===== src/rtl/npu_mem_arbiter.sv =====
// Single-port matrix memory arbiter between the host loader (H) and the systolic controller (N).
// Combinational same-cycle grants, N burst lock with timeout, tagged read return.
module npu_mem_arbiter #(
    parameter int unsigned WIDTH    = 16,
    parameter int unsigned ADDR_W   = 12,
    parameter int unsigned RD_LAT   = 1,
    parameter int unsigned MAX_LOCK = 64
) (
    input  logic              clk,
    input  logic              rst,
    input  logic              h_req,
    input  logic              h_we,
    input  logic [ADDR_W-1:0] h_addr,
    input  logic [WIDTH-1:0]  h_wdata,
    output logic              h_gnt,
    output logic              h_rvalid,
    input  logic              n_req,
    input  logic              n_we,
    input  logic [ADDR_W-1:0] n_addr,
    input  logic [WIDTH-1:0]  n_wdata,
    input  logic              n_lock,
    output logic              n_gnt,
    output logic              n_rvalid,
    output logic [WIDTH-1:0]  rdata,
    output logic [ADDR_W-1:0] mem_addr,
    output logic              mem_we,
    output logic [WIDTH-1:0]  mem_wdata,
    input  logic [WIDTH-1:0]  mem_rdata,
    output logic [1:0]        owner,
    output logic [15:0]       stall_count
);

    localparam int unsigned CNT_W  = $clog2(MAX_LOCK + 1);
    localparam int unsigned STALL_W = 16;

    typedef enum logic [1:0] {
        IDLE  = 2'b00,
        OWN_H = 2'b01,
        OWN_N = 2'b10
    } state_e;

    state_e             state_q, state_d;
    logic               last_n_q, last_n_d;
    logic               lock_q, lock_d;
    logic [CNT_W-1:0]   lock_cnt_q, lock_cnt_d;
    logic [STALL_W-1:0] stall_q, stall_d;
    logic [RD_LAT-1:0]  tag_h_q, tag_n_q;
    logic               locked;

    // N holds the port only if it asked for the lock on its previous grant.
    assign locked = (state_q == OWN_N) && lock_q;

    // State and bookkeeping registers, including the read-tag pipeline.
    always_ff @(posedge clk) begin
        if (rst) begin
            state_q    <= IDLE;
            last_n_q   <= 1'b0;
            lock_q     <= 1'b0;
            lock_cnt_q <= '0;
            stall_q    <= '0;
            tag_h_q    <= '0;
            tag_n_q    <= '0;
        end else begin
            state_q    <= state_d;
            last_n_q   <= last_n_d;
            lock_q     <= lock_d;
            lock_cnt_q <= lock_cnt_d;
            stall_q    <= stall_d;
            tag_h_q[0] <= h_gnt & ~h_we;
            tag_n_q[0] <= n_gnt & ~n_we;
            for (int i = 1; i < RD_LAT; i++) begin
                tag_h_q[i] <= tag_h_q[i-1];
                tag_n_q[i] <= tag_n_q[i-1];
            end
        end
    end

    // Next state, round-robin history, lock accounting and stall counter.
    always_comb begin
        state_d    = IDLE;
        last_n_d   = last_n_q;
        lock_d     = 1'b0;
        lock_cnt_d = '0;
        stall_d    = stall_q;
        if (h_gnt) begin
            state_d  = OWN_H;
            last_n_d = 1'b0;
        end else if (n_gnt) begin
            state_d  = OWN_N;
            last_n_d = 1'b1;
            lock_d   = n_lock;
            if (n_lock) begin
                lock_cnt_d = (locked && h_req) ? lock_cnt_q + CNT_W'(1) : lock_cnt_q;
            end
        end
        if (((h_req && !h_gnt) || (n_req && !n_gnt)) && (stall_q != {STALL_W{1'b1}})) begin
            stall_d = stall_q + STALL_W'(1);
        end
    end

    // Grant decision and memory steering; nothing is granted while in reset.
    always_comb begin
        h_gnt     = 1'b0;
        n_gnt     = 1'b0;
        mem_we    = 1'b0;
        mem_addr  = '0;
        mem_wdata = '0;
        if (!rst) begin
            if (h_req && n_req) begin
                if (locked) begin
                    if (lock_cnt_q == CNT_W'(MAX_LOCK)) h_gnt = 1'b1;
                    else                                n_gnt = 1'b1;
                end else if (last_n_q) begin
                    h_gnt = 1'b1;
                end else begin
                    n_gnt = 1'b1;
                end
            end else begin
                h_gnt = h_req;
                n_gnt = n_req;
            end
        end
        if (h_gnt) begin
            mem_we    = h_we;
            mem_addr  = h_addr;
            mem_wdata = h_wdata;
        end else if (n_gnt) begin
            mem_we    = n_we;
            mem_addr  = n_addr;
            mem_wdata = n_wdata;
        end
    end

    assign h_rvalid    = tag_h_q[RD_LAT-1];
    assign n_rvalid    = tag_n_q[RD_LAT-1];
    assign rdata       = mem_rdata;
    assign owner       = state_q;
    assign stall_count = stall_q;

endmodule


===== config.mk =====
export PLATFORM = sky130hd
export DESIGN_NAME = npu_mem_arbiter
export DESIGN_NICKNAME = d
export VERILOG_FILES = /design/src/rtl/npu_mem_arbiter.sv
export SDC_FILE = /design/constraint.sdc
export NUM_CORES = 1
export LEC_CHECK = 0
export BUFFER_PORTS_ARGS = -buffer_cell sky130_fd_sc_hd__buf_2
export CAP_MARGIN = 20
export CORE_MARGIN = 1
export CORE_UTILIZATION = 42
export DETAILED_ROUTE_END_ITERATION = 12
export PLACE_DENSITY = 0.9
export REMOVE_ABC_BUFFERS = 1
export SYNTH_ARGS = -nofsm -noshare
export SYNTH_HDL_FRONTEND = slang
export SYNTH_SLANG_ARGS = --single-unit

===== constraint.sdc =====
create_clock -name clk -period 4.1 [get_ports clk]
set_clock_uncertainty 0.15 [all_clocks]
set_input_delay 0 -clock clk [delete_from_list [all_inputs] [get_ports clk]]
set_output_delay 0 -clock clk [all_outputs]
set_load 0.01 [all_outputs]

=== Word level (Yosys, flattened, before mapping) ===
Index checks and enable logic that the tools add are counted.

* Add/subtract/negate cells: 2
* Eq/ne operators: 3
* Bitwise operators: 6
* Mux-type cells: 18
* Reductions and logical operators: 12

{| class="wikitable"
|+ Operator list
! kind !! number
|-
| $mux 16 || 2
|-
| $mux 12 || 2
|-
| $add 16x1->16 const B || 1
|-
| $ne 16x16->1 const B || 1
|-
| $mux 1 || 13
|-
| $add 7x1->7 const B || 1
|-
| $eq 7x7->1 const B || 1
|-
| $logic_and 1x1->1 || 6
|-
| $not 1->1 || 4
|-
| $reduce_or 4->1 || 1
|-
| $reduce_or 3->1 || 1
|-
| $and 1x1->1 || 2
|-
| $eq 2x2->1 const B || 1
|-
| $logic_not 1->1 || 2
|-
| $mux 2 || 1
|-
| $reduce_or 2->1 || 1
|-
| $logic_or 1x1->1 || 1
|}

* Register bits after elaboration: 29
* Logic and storage cells: 49
* Input port bits: 79
* Output and inout bits: 67

=== Logic depth before layout (Yosys ltp) ===
Gate-level depths: netlist of run 1.

* Word-level depth: 9
* Depth in mapped cells: 8
* Depth with buffers taken out: 6

=== Least setup slack after synthesis of run 1 ===
No wires, ideal clock.

* Path type: register -> register
* Start point: register stall_q[0] (netlist: stall_count[0])
* End point: register stall_q[1] (netlist: stall_count[1])
* Data arrival time: 1.759 ns
* Clock period less this slack: 2.040 ns
* Path buffers: 0
* Stages on the path, launching flop included: 6
* Data required time: 3.819 ns
* Library setup time: 0.131 ns
* Path slack: 2.060 ns
* Cell sequence: dfxtp_1 -> ha_1 -> nand4_1 -> nor4_1 -> or3b_2 -> a21oi_1

* Word-level cells in the longest chain between the ends: 2
* Elaborated cells on any way between the ends: 3
* Those cells by class: 1 x add/sub; 1 x eq/ne; 1 x reduce/logical

{| class="wikitable"
|+ Ends and longest elaborated chain
! item !! line !! source
|-
| from (decl) || 46 || <nowiki>logic [STALL_W-1:0] stall_q, stall_d;</nowiki>
|-
| from (signal assigned) || 68 || <nowiki>stall_q <= stall_d;</nowiki>
|-
| branches (longest 2 deep; another with $add 16x1->16) || - ||
|}

Several ways; the timed one is not identified.
A chain may end at the register's enable or synchronous reset.

=== Worst setup path in the final report of run 1 ===
* Start point: register lock_cnt_q[2]
* End point: output port mem_addr[6]

* Word-level cells in the longest chain between the ends: 7
* Elaborated cells on any way between the ends: 11
* Those cells by class: 1 x eq/ne; 10 x mux

{| class="wikitable"
|+ Ends and longest elaborated chain
! item !! line !! source
|-
| from (decl) || 45 || <nowiki>logic [CNT_W-1:0] lock_cnt_q, lock_cnt_d;</nowiki>
|-
| from (signal assigned) || 67 || <nowiki>lock_cnt_q <= lock_cnt_d;</nowiki>
|-
| $eq 7x7->1 * || 111 || <nowiki>if (lock_cnt_q == CNT_W'(MAX_LOCK)) h_gnt = 1'b1;</nowiki>
|-
| $mux 1 || 111 ||
|-
| $mux 1 || 110 || <nowiki>if (locked) begin</nowiki>
|-
| $mux 1 || 109 || <nowiki>if (h_req && n_req) begin</nowiki>
|-
| $mux 1 || 108 || <nowiki>if (!rst) begin</nowiki>
|-
| $mux 12 || 127 || <nowiki>end else if (n_gnt) begin</nowiki>
|-
| $mux 12 * || 123 || <nowiki>if (h_gnt) begin</nowiki>
|-
| to (decl) || 25 || <nowiki>output logic [ADDR_W-1:0] mem_addr,</nowiki>
|}

Mark *: on every way between the ends. The rest lies on a longest branch, timed or not.

==> results of run 1 <==
## metrics by stage
stage	power, µW	instance area [µm²]	cells	utilization, %	setup WS (ns)
2_1_floorplan	344	1600	186	-	1.63
3_5_place_dp	408	2230	350	55.0	1.67
4_1_cts	668	2540	379	62.6	1.38
3_3_place_gp	405	2230	350	55.0	1.75
6_report	665	2540	379	62.6	1.34
5_1_grt	693	2540	379	62.6	1.26
## placed cells by master (no fill, tap or decap), types with 3 or more instances in the layout
cell and instances:
clkbuf_8 6, o21ai_0 9, nor4_1 3, or3_1 8
o31ai_1 7, or4_1 8, dfxtp_1 29, nor2_1 14
xnor2_1 6, nand2_1 9, buf_2 113, nand4_1 5
a21oi_1 17, ha_1 3, a22o_1 29, nor2b_1 3
inv_1 7, nand3_1 11, dlygate4sd3_1 22
## critical path, stage by stage, from the launching register on
cell and delay [ns]:
dfxtp_1 0.34, or4_1 0.54, or3_1 0.38, and2_1 0.50, a22o_1 0.41, buf_2 0.15
## metal layers
| metal | vias to the layer above | track usage [%] |
|---|---|---|
| met5 | - | 0 |
| met4 | 0 | 7.98 |
| met3 | 5 | 5.57 |
| met2 | 106 | 50.7 |
| met1 | 957 | 28.1 |
| li1 | 1026 | - |
## state kept, by name, summed over array words and instances, names as in the netlist
name and count:
lock_q 1, owner 2, last_n_q 1, stall_count 16, h_rvalid 1, lock_cnt_q 7, n_rvalid 1
## kinds of logic after synthesis
group / count (synthesis) / synth area share, %
compound gates: 66 / 26.4
xor+xnor: 6 / 2.94
fa+ha+maj: 4 / 2.66
buf+inv: 33 / 12.2
flops: 29 / 32.5
mux: 2 / 1.12
simple gates: 72 / 22.3
## final cells by class
type | count | area, µm² | share of cell area, %
well taps | 50 | 62.6 | 2.46
multi-input cells | 150 | 990 | 39.0
repair buffers | 136 | 793 | 31.2
flip-flops and latches | 29 | 581 | 22.9
clock buffers | 7 | 86.3 | 3.40
inverters | 7 | 26.3 | 1.03
## path summary, 6_finish.rpt
check | startpoint | to | slack [ns] | cells after the start
min reg2reg | stall_count[15]$_SDFFE_PP0P_ | stall_count[15]$_SDFFE_PP0P_ | 0.35 | 2
max | lock_cnt_q[2]$_SDFFE_PP0P_ | mem_addr[6] | 1.34 | 5
min | n_lock | lock_q$_SDFF_PP0_ | 0.02 | 3
max reg2reg | stall_count[0]$_SDFFE_PP0P_ | stall_count[1]$_SDFFE_PP0P_ | 1.75 | 5
## power by group through the flow
| stage | Combinational, µW | Sequential (µW) | Clock, µW |
|---|---|---|---|
| floorplan | 47.6 | 296 | 0 |
| global placement | 110 | 295 | 0 |
| detailed placement | 112 | 295 | 0 |
| CTS | 135 | 289 | 244 |
| global route | 146 | 289 | 258 |
| finish | 136 | 289 | 240 |
==> flow_metrics.env, run 1 <==
export IMPL_status="finished clean"
export IMPL_holdWs_ns=0.0182
export IMPL_pwr_share_clk_pct=36.1
export IMPL_synth_distinct_cells=35
export IMPL_period_minus_slack_ns=2.76
export IMPL_yosys_top_cells_count="29 x a22o_1, 29 x dfxtp_1, 17 x a21oi_1"
export IMPL_cts_root_buf="clkbuf_8"
export IMPL_start_util_pct=44.1
export IMPL_grt_max_degree=32
export IMPL_grt_total_usage_pct=26.3
export IMPL_seq_area_frac_synth_pct=32.5
export IMPL_drt_iter0_drc=121
export IMPL_drtAntennaViolNets=0
export IMPL_cp_max_fo=31
export IMPL_relSlewSlack_pct=25.3
export IMPL_p_leak_uw=0.00115
export IMPL_cts_buffer_depth=2
export IMPL_synth_top_area_share_pct=32.5
export IMPL_layout_drive_gt1_share_pct=37.1
export IMPL_cts_repair_resized=0
export IMPL_synth_edff_count=0
export IMPL_cts_tree="done"
export IMPL_setup_tns_ns=0
export IMPL_gp_congestion=0.833
export IMPL_diodes=0
export IMPL_grt_pass1_vias=1818
export IMPL_setup_viol_count_final=0
export IMPL_wl_met2_um=3090
export IMPL_coreArea_um2=4060
export IMPL_path_class="reg2out"
export IMPL_p_sw_uw=176
export IMPL_p_comb_share_pct=20.5
export IMPL_slew_violations=0
export IMPL_die_area_um2=4520
export IMPL_p_per_area_nw_per_um2=262
export IMPL_io_pins=146
export IMPL_rsz0062_at_grt="false"
export IMPL_nFillCells=372
export IMPL_drc=0
export IMPL_tightest_slew_ns=1.11
export IMPL_max_freq_mhz=363
export IMPL_rows=23
export IMPL_wl_per_cell_um=15.5
export IMPL_ys_flop_type="dfxtp_1"
export IMPL_vias=2094
export IMPL_period_share_pct=67.2
export IMPL_holdBufCountCts=22
export IMPL_arrival_ns=2.61
export IMPL_clock_sinks=29
export IMPL_postRouteWirelength_um=5870
export IMPL_drv_cap=0
export IMPL_syn_inst=212
export IMPL_cts_made_buffers=5
export IMPL_hold_viol_final=0
export IMPL_viasPerCell=5.53
export IMPL_place_detailed_hpwl_um=4510
export IMPL_overflow=0
export IMPL_synth_top_area_cell="dfxtp_1"
export IMPL_intPower_uw=490
export IMPL_syn_area_per_cell_um2=8.43
export IMPL_die_w_um=67.2
export IMPL_h_tree_depth=2
export IMPL_synth_area_leaders="dfxtp_1 32%, a22o_1 14%, buf_4 6.7%"
export IMPL_critPathLaunchType="register"
export IMPL_cts_setup_buffers=0
export IMPL_wl_met3_um=382
export IMPL_switching_share_pct=26.4
export IMPL_pwr_share_seq_pct=43.4
export IMPL_vdd_drop_max_v=0.000139
export IMPL_async_reset_ff_share_pct=0
export IMPL_grt_antenna_before_repair=0
export IMPL_endpoint_kind="output port"
export IMPL_critPathRequiredTime_ns=3.95
export IMPL_yosys_warnings=0
export IMPL_io_buffers=113
export IMPL_hp_class="in2reg"
export IMPL_die_y_um=67.2
export IMPL_dr_max_layer_used="met4"
export IMPL_clk_latency_ns=0.28
export IMPL_wl_met1_um=2330
export IMPL_grt_pass1_wl_um=8580
export IMPL_firstDrtPassIters=4
export IMPL_netlist_area_um2=1790
export IMPL_nets=411
export IMPL_syn2layout_area_growth_pct=42.0
export IMPL_ys_ff_latch=29
export IMPL_clk_pin_slew_ns=0.06
(Power assumes the default switching activity.)
==> run 2: changes to the inputs <==
- CORE_UTILIZATION: 42 -> 39
- PLACE_DENSITY: 0.9 -> 0.84
- clock period: 4.1 -> 2.7 ns (I/O delays scaled with it)
==> run 2 against run 1 <==
Non-clock buffer count increased by 4; clock power increased by 65%; die area increased by 7.5%; total power increased by 57%; worst hold slack improved by 0.0077 ns; critical path depth increased by 1; clock-buffer cell count unchanged; combinational power increased by 54%; sequential power increased by 52%; cell area increased by 2.4%; sequential share of layout area decreased by 0.53 points; cell count increased by 1.8%.
==> flow_metrics.env, run 2 (synthesis results as in run 1) <==
export IMPL_grt_antenna_before_repair=0
export IMPL_vias=2130
export IMPL_cp_max_fo=24
export IMPL_vdd_drop_max_v=0.000173
export IMPL_nets=415
export IMPL_gp_congestion=0.885
export IMPL_p_per_area_nw_per_um2=402
export IMPL_place_detailed_hpwl_um=4640
export IMPL_overflow=0
export IMPL_relSlewSlack_pct=65.4
export IMPL_tightest_slew_ns=0.519
export IMPL_grt_max_degree=32
export IMPL_r2r_setup_slack_ns=0.50
export IMPL_layout_commonest_cell="buf_2"
export IMPL_firstDrtPassIters=4
export IMPL_postRouteWirelength_um=6060
export IMPL_nFillCells=383
export IMPL_hp_class="in2reg"
export IMPL_largest_register_ffs=16
export IMPL_die_area_um2=4860
export IMPL_die_w_um=69.7
export IMPL_wl_per_cell_um=15.7
export IMPL_rsz0062_at_grt="false"
export IMPL_cts_setup_buffers=0
export IMPL_max_freq_mhz=396
export IMPL_most_common_layout_cells="113 x buf_2, 29 x a22o_1, 29 x dfxtp_1"
export IMPL_start_util_pct=40.8
export IMPL_register_area_um2=581
export IMPL_grt_pass1_vias=2049
export IMPL_viasPerCell=5.52
export IMPL_total_power_uw=1040
export IMPL_clk_pin_slew_ns=0.06
export IMPL_period_minus_slack_ns=2.52
export IMPL_setup_viol_count_final=0
export IMPL_layout_drive_gt1_share_pct=38.3
export IMPL_cts_buffer_depth=2
export IMPL_io_buffers=113
export IMPL_multi_input_area_um2=990
export IMPL_die_y_um=69.7
export IMPL_path_class="reg2out"
export IMPL_setup_tns_ns=0
export IMPL_period_share_pct=93.4
export IMPL_diodes=0
export IMPL_p_leak_uw=0.00119
export IMPL_status="finished clean"
export IMPL_critPathRequiredTime_ns=2.55
export IMPL_syn2layout_area_growth_pct=45.3
export IMPL_design_area_um2=2600
export IMPL_clk_latency_ns=0.28
export IMPL_grt_pass1_wl_um=9700
export IMPL_critPathLaunchType="register"
export IMPL_slew_violations=0
export IMPL_endpoint_kind="output port"
export IMPL_clock_sinks=29
export IMPL_io_pins=146
export IMPL_hold_viol_final=0
export IMPL_cts_made_buffers=5
export IMPL_grt_total_usage_pct=25.3
export IMPL_h_tree_depth=2
export IMPL_drtAntennaViolNets=0
export IMPL_cts_tree="done"
export IMPL_drc=0
export IMPL_drv_cap=0
export IMPL_coreArea_um2=4380
export IMPL_arrival_ns=2.37
export IMPL_cts_root_buf="clkbuf_8"
export IMPL_post_dp_cell_area_um2=2280
export IMPL_cts_repair_resized=0
export IMPL_rows=24
export IMPL_drt_iter0_drc=68
run 2: layout make-up:
type	instances	area share (%)
multi-input cells	150	38.1
repair buffers	140	32.2
inverters	7	1.01
clock buffers	7	3.71
well taps	52	2.50
clock inverters	1	0.193
flip-flops and latches	29	22.3
run 2: repair_timing:
item                                    CTS  global route
endpoints found under the hold margin    35             0
endpoints found under the setup margin    0             0
hold buffers                             22             0
run 2: path summary, 6_finish.rpt:
| path | startpoint | endpoint | cells after the start |
|---|---|---|---|
| setup reg to reg | lock_cnt_q[2]$_SDFFE_PP0P_ | owner[0]$_SDFF_PP0_ | 4 |
| setup / recovery | lock_cnt_q[2]$_SDFFE_PP0P_ | mem_addr[6] | 6 |
| hold reg to reg | stall_count[15]$_SDFFE_PP0P_ | stall_count[15]$_SDFFE_PP0P_ | 2 |
| hold / removal | n_lock | lock_q$_SDFF_PP0_ | 3 |
run 2: layer usage:
metal	track usage, %	vias to the layer above	part of all wire, %	wire length, µm
met4	7.33	0	1.4	82
met5	0	-	0	0
met2	47.8	111	53	3210
li1	-	1030	-	-
met1	27.0	980	38	2280
met3	7.12	9	7.9	478
run 2: worst max-delay path, cell delays in order, from the launching register on:
cell     delay (ns)
dfxtp_1        0.34
or4_1          0.54
or3_1          0.39
and2_1         0.25
buf_12         0.20
a22o_1         0.24
buf_2          0.14
run 2: power breakdown:
group          internal [µW]  total [µW]  switching (µW)  leakage (µW)
sequential               434         439            5.29      0.000235
combinational            110         210            99.2      0.000898
clock                    230         395             165     0.0000542
run 2: metrics by stage:
| stage | hold WS, ns | utilization, % | setup slack [ns] | cells |
|---|---|---|---|---|
| after floorplan | -0.150 | - | 0.229 | 186 |
| after global placement | -0.150 | 51.9 | 0.521 | 356 |
| after detailed placement | -0.150 | 51.9 | 0.482 | 356 |
| after CTS | 0.0232 | 59.3 | 0.160 | 386 |
| after global routing | 0.0619 | 59.3 | 0.0619 | 386 |
| final | 0.0259 | 59.3 | 0.177 | 386 |
